===== src/rtl/barker_frame_serializer.sv =====
// Barker frame serializer: takes a parallel FRAME_LEN-bit word on a valid/ready input and
// emits it MSB first as a serial valid/ready/last stream. A one-word holding register in front
// of the shift register lets frames run back to back with no idle bit between them.
module barker_frame_serializer #(
   parameter int unsigned FRAME_LEN = 11,
   parameter int unsigned CNT_W     = 16
) (
   input  logic                 i_clk,
   input  logic                 i_rst,
   input  logic [FRAME_LEN-1:0] s_tdata,
   input  logic                 s_tvalid,
   output logic                 s_tready,
   output logic                 m_tdata,
   output logic                 m_tvalid,
   output logic                 m_tlast,
   input  logic                 m_tready,
   output logic [CNT_W-1:0]     o_frame_cnt,
   output logic                 o_busy
);

   localparam int unsigned     IdxW    = $clog2(FRAME_LEN);
   localparam logic [IdxW-1:0] LastIdx = IdxW'(FRAME_LEN - 1);

   // StSend means the shift register holds a valid frame.
   typedef enum logic [0:0] {StIdle, StSend} state_e;

   state_e               state_q, state_d;
   logic [FRAME_LEN-1:0] hold_data_q, hold_data_d;
   logic [FRAME_LEN-1:0] shift_data_q, shift_data_d;
   logic                 hold_valid_q, hold_valid_d;
   logic                 s_tready_q, s_tready_d;
   logic [IdxW-1:0]      idx_q, idx_d;
   logic [CNT_W-1:0]     frame_cnt_q, frame_cnt_d;

   logic in_accept;
   logic bit_accept;
   logic last_accept;
   logic load;

   // Handshake decode shared by the FSM and the datapath.
   always_comb begin
      in_accept   = s_tvalid & s_tready_q;
      bit_accept  = (state_q == StSend) & m_tready;
      last_accept = bit_accept & (idx_q == LastIdx);
      // Refill the shifter when it is empty or is releasing its final bit this cycle.
      load        = hold_valid_q & ((state_q == StIdle) | last_accept);
   end

   // FSM state register.
   always_ff @(posedge i_clk) begin
      if (i_rst) begin
         state_q <= StIdle;
      end else begin
         state_q <= state_d;
      end
   end

   // FSM next-state logic.
   always_comb begin
      state_d = state_q;
      unique case (state_q)
         StIdle: begin
            if (load) begin
               state_d = StSend;
            end
         end
         StSend: begin
            // With HOLD full the next frame loads in the same cycle, so stay in StSend.
            if (last_accept && !hold_valid_q) begin
               state_d = StIdle;
            end
         end
         default: state_d = StIdle;
      endcase
   end

   // FSM and status outputs.
   always_comb begin
      m_tvalid    = (state_q == StSend);
      m_tlast     = (state_q == StSend) && (idx_q == LastIdx);
      m_tdata     = (state_q == StSend) && shift_data_q[FRAME_LEN-1];
      s_tready    = s_tready_q;
      o_busy      = hold_valid_q | (state_q == StSend);
      o_frame_cnt = frame_cnt_q;
   end

   // Datapath next-state: holding register, shifter, bit index and frame counter.
   always_comb begin
      hold_data_d  = hold_data_q;
      shift_data_d = shift_data_q;
      idx_d        = idx_q;
      frame_cnt_d  = frame_cnt_q;

      if (in_accept) begin
         hold_data_d = s_tdata;
      end
      // A write and a transfer in the same cycle leave HOLD full with the new word.
      hold_valid_d = (hold_valid_q & ~load) | in_accept;
      // Registered ready: depends only on next HOLD occupancy, never on m_tready directly.
      s_tready_d   = ~hold_valid_d;

      if (load) begin
         shift_data_d = hold_data_q;
         idx_d        = '0;
      end else if (last_accept) begin
         idx_d = '0;
      end else if (bit_accept) begin
         // Shift left so the bit on the wire is always the MSB.
         shift_data_d = shift_data_q << 1;
         idx_d        = idx_q + IdxW'(1);
      end

      if (last_accept) begin
         frame_cnt_d = frame_cnt_q + CNT_W'(1);
      end
   end

   // Datapath registers.
   always_ff @(posedge i_clk) begin
      if (i_rst) begin
         hold_data_q  <= '0;
         shift_data_q <= '0;
         hold_valid_q <= 1'b0;
         s_tready_q   <= 1'b0;
         idx_q        <= '0;
         frame_cnt_q  <= '0;
      end else begin
         hold_data_q  <= hold_data_d;
         shift_data_q <= shift_data_d;
         hold_valid_q <= hold_valid_d;
         s_tready_q   <= s_tready_d;
         idx_q        <= idx_d;
         frame_cnt_q  <= frame_cnt_d;
      end
   end

endmodule


===== config.mk =====
export PLATFORM = sky130hd
export DESIGN_NAME = barker_frame_serializer
export DESIGN_NICKNAME = d
export VERILOG_FILES = /design/src/rtl/barker_frame_serializer.sv
export SDC_FILE = /design/constraint.sdc
export NUM_CORES = 1
export LEC_CHECK = 0
export CAP_MARGIN = 25
export CELL_PAD_IN_SITES_DETAIL_PLACEMENT = 2
export CELL_PAD_IN_SITES_GLOBAL_PLACEMENT = 2
export CORE_MARGIN = 3
export CORE_UTILIZATION = 30
export DETAILED_ROUTE_END_ITERATION = 10
export GPL_ROUTABILITY_DRIVEN = 0
export PLACE_DENSITY_LB_ADDON = 0.1
export SYNTH_ARGS = -nofsm -noshare
export SYNTH_HDL_FRONTEND = slang
export SYNTH_SLANG_ARGS = --single-unit

===== constraint.sdc =====
create_clock -name i_clk -period 2 [get_ports i_clk]
set_clock_uncertainty 0.1 [all_clocks]
set_input_delay 0.3 -clock i_clk [delete_from_list [all_inputs] [get_ports i_clk]]
set_output_delay 0.3 -clock i_clk [all_outputs]
set_load 0.005 [all_outputs]

==> impl_metrics.tcl <==
set metrics [dict create \
    cts_setup_buffers 0 \
    cts_sinks 45 \
    irDropWorstVdd_uv 289.6 \
    powerDensity_nw_per_um2 651.5 \
    clkTransAtPathRegs_ns 0.08 \
    leakagePower_nw 0.9373 \
    port_buffers 35 \
    wl_per_cell_um 14.75 \
    tns_ns 0 \
    antenna_found_initial 0 \
    htreeDepth 2 \
    grt-ovfl-total 0 \
    chipHeight_um 86.77 \
    clockBufferDepth 2 \
    start_kind "register" \
    synth_seq_cells 45 \
    hold_ws_ns 0.3607 \
    r2r-end "o_frame_cnt[14]$_SDFFE_PP0P_" \
    yosysMostFrequentCell "dfxtp_1" \
    rows 28 \
    holdBufCountCts 0 \
    drt_iter0_drc 38 \
    synth-main-ff-cell "dfxtp_1" \
    top_level_ports 36 \
    hp-start "hold_data_q[5]$_SDFFE_PP0P_" \
    fin_crit_sh_pct 95.99 \
    synth_commonest_cells "45 x dfxtp_1, 30 x nor2_1, 29 x nand2_1" \
    num_vias 1769 \
    mappedNetlistArea_um2 1957 \
    dr.pass1.iters 5 \
    r2r_start "idx_q[0]$_SDFFE_PP0P_" \
    worstPathRequired_ns 1.60 \
    grt_usage_pct 15.45 \
    synth_edf_count 0 \
    fin_nets 293 \
    cts_tree "done" \
    finalWirelength_um 5164 \
    critical_path_class "register to primary output" \
    core_um2 6131 \
    cts_made_buffers 5 \
    synth_top_area_cell "dfxtp_1" \
    fin_crit_ns 1.920 \
    dieArea_um2 7528 \
    cp_max_fo 7 \
    hp-class "register to register" \
    max_freq_ghz 0.5209 \
    crit_path_end_kind "primary output" \
    ctsRootBufferMaster "clkbuf_8" \
    die_x_um 86.77 \
    clk_latency_ns 0.29 \
    grt_max_degree 26 \
    synth_area_leaders "dfxtp_1 46%, nor2_1 5.8%, o221a_2 5.8%, nand2_1 5.6%, a21oi_1 5.4%" \
    min_path_cells 2 \
    vias_per_cell 5.054 \
    drcViolationCount 0 \
    status "finished, final reports clean" \
    drv_slew 0 \
    grt_pass1_vias 1888 \
    r2r_cells 6 \
    worstPathArrival_ns 1.52 \
    n_antenna_cell 0 \
    reg2reg_slack_ns 0.10 \
    total_power_mw 1.678 \
    ant_nets 0 \
    drive_above_1_share_pct 16.00 \
    hold_viol_final 0 \
    syn-mean-instance-area_um2 8.583 \
    maxCapViolCount 0 \
    yosysWarnings 0 \
    ys_types 36 \
    grt_first_pass_wirelength_um 9266 \
    setup_viol_count_final 0 \
    start_util_pct 31.92 \
    tightest_slew_ns 0.4265 \
    seq_area_frac_synth_pct 46.04 \
    syn_to_final_growth_pct 31.59 \
    synth_top_area_share_pct 46.04 \
    netlist_instances 228 \
    ys_async_sr_fraction_pct 0 \
    min_to "hold_data_q[5]$_SDFFE_PP0P_" \
    syn_nets 246 \
    dp.final_hpwl_um 3837 \
    relSlewSlack_pct 71.57 \
]
==> layout by cell type, fill, tap and decap left out, types with 2 or more instances in the layout <==
cell / n
nor3_1: 15
dfxtp_1: 43
o21ai_0: 7
buf_4: 19
nand2_1: 29
and2_1: 2
dfxtp_2: 2
inv_1: 5
or3_1: 6
nand3_1: 6
nor4_1: 4
clkbuf_8: 6
nor2_1: 30
clkdlybuf4s50_1: 34
xnor2_1: 11
ha_1: 2
a21oi_1: 20
o221a_2: 10
and3_1: 2
==> how the worst max path moves through the flow <==
stage	end	slack (ns)	startpoint	depth (start not counted)
floorplan	o_frame_cnt[12]$_SDFFE_PP0P_	0.28	o_frame_cnt[0]$_SDFFE_PP0P_	5
global route	o_frame_cnt[14]$_SDFFE_PP0P_	-0.01	idx_q[0]$_SDFFE_PP0P_	6
detailed placement	o_frame_cnt[14]$_SDFFE_PP0P_	-0.07	m_tready	5
CTS	o_busy	0.03	m_tvalid$_SDFF_PP0_	3
finish	o_busy	0.08	m_tvalid$_SDFF_PP0_	3
global placement	o_frame_cnt[12]$_SDFFE_PP0P_	-0.02	m_tready	5
==> timing repair <==
action	4_1_cts	5_1_grt
pin swaps	1	1
resized for setup	3	2
endpoints found under the setup margin	1	2
hold endpoints to repair	0	0
==> sequential cells by signal, summed over array words and instances (netlist names) <==
register      cells
m_tvalid          1
hold_valid_q      1
o_frame_cnt      16
idx_q             4
shift_data_q     11
s_tready          1
hold_data_q      11
==> logic make-up (layout without fill, tap and decap cells) <==
logic type / Yosys count / count (layout) / synth area share [%]
xor gates and xnor gates: 12 / 12 / 5.371
DFF: 45 / 45 / 46.04
and+or+nand+nor: 106 / 106 / 27.37
AOI/OAI and AO/OA: 42 / 42 / 14.64
buffers and inverters: 19 / 66 / 4.156
muxes: 1 / 1 / 0.5115
adders and majority gates: 3 / 3 / 1.918
==> worst max-delay path, stage by stage, from the launching register on <==
cell	delay, ns
dfxtp_2	0.36
buf_4	0.16
or2_2	0.26
clkdlybuf4s50_1	0.45
==> metal layers <==
layer | wire length (µm) | track usage [%] | up-vias
met5 | 0 | 0 | -
met4 | 30 | 4.391 | 0
met3 | 143 | 2.947 | 2
met2 | 2601 | 26.43 | 25
met1 | 2388 | 19.74 | 857
li1 | - | - | 885
==> report_power, final <==
part | internal [mW] | switching (mW)
Sequential | 0.930 | 0.0219
Clock | 0.275 | 0.292
Combinational | 0.0848 | 0.0742
Total | 1.29 | 0.388
==> cell type report <==
| class | count | area [µm²] |
|---|---|---|
| Tap cell | 75 | 93.84 |
| Sequential cell | 45 | 903.4 |
| Clock buffer | 7 | 86.33 |
| Inverter | 5 | 18.77 |
| Timing Repair Buffer | 54 | 491.7 |
| Fill cell | 686 | 3556 |
| Multi-Input combinational cell | 164 | 980.9 |
==> through the flow <==
stage               setup slack [ns]  cells  utilization [%]  area, µm²
finish                       0.08023    350            42.00       2575
global placement            -0.01618    343            40.47       2481
detailed placement          -0.06685    343            40.47       2481
global route                -0.01180    350            42.00       2575
CTS                          0.02815    350            41.92       2570
floorplan                     0.2769    228                -       1957
Note: power is estimated with default switching activity, not from simulation.
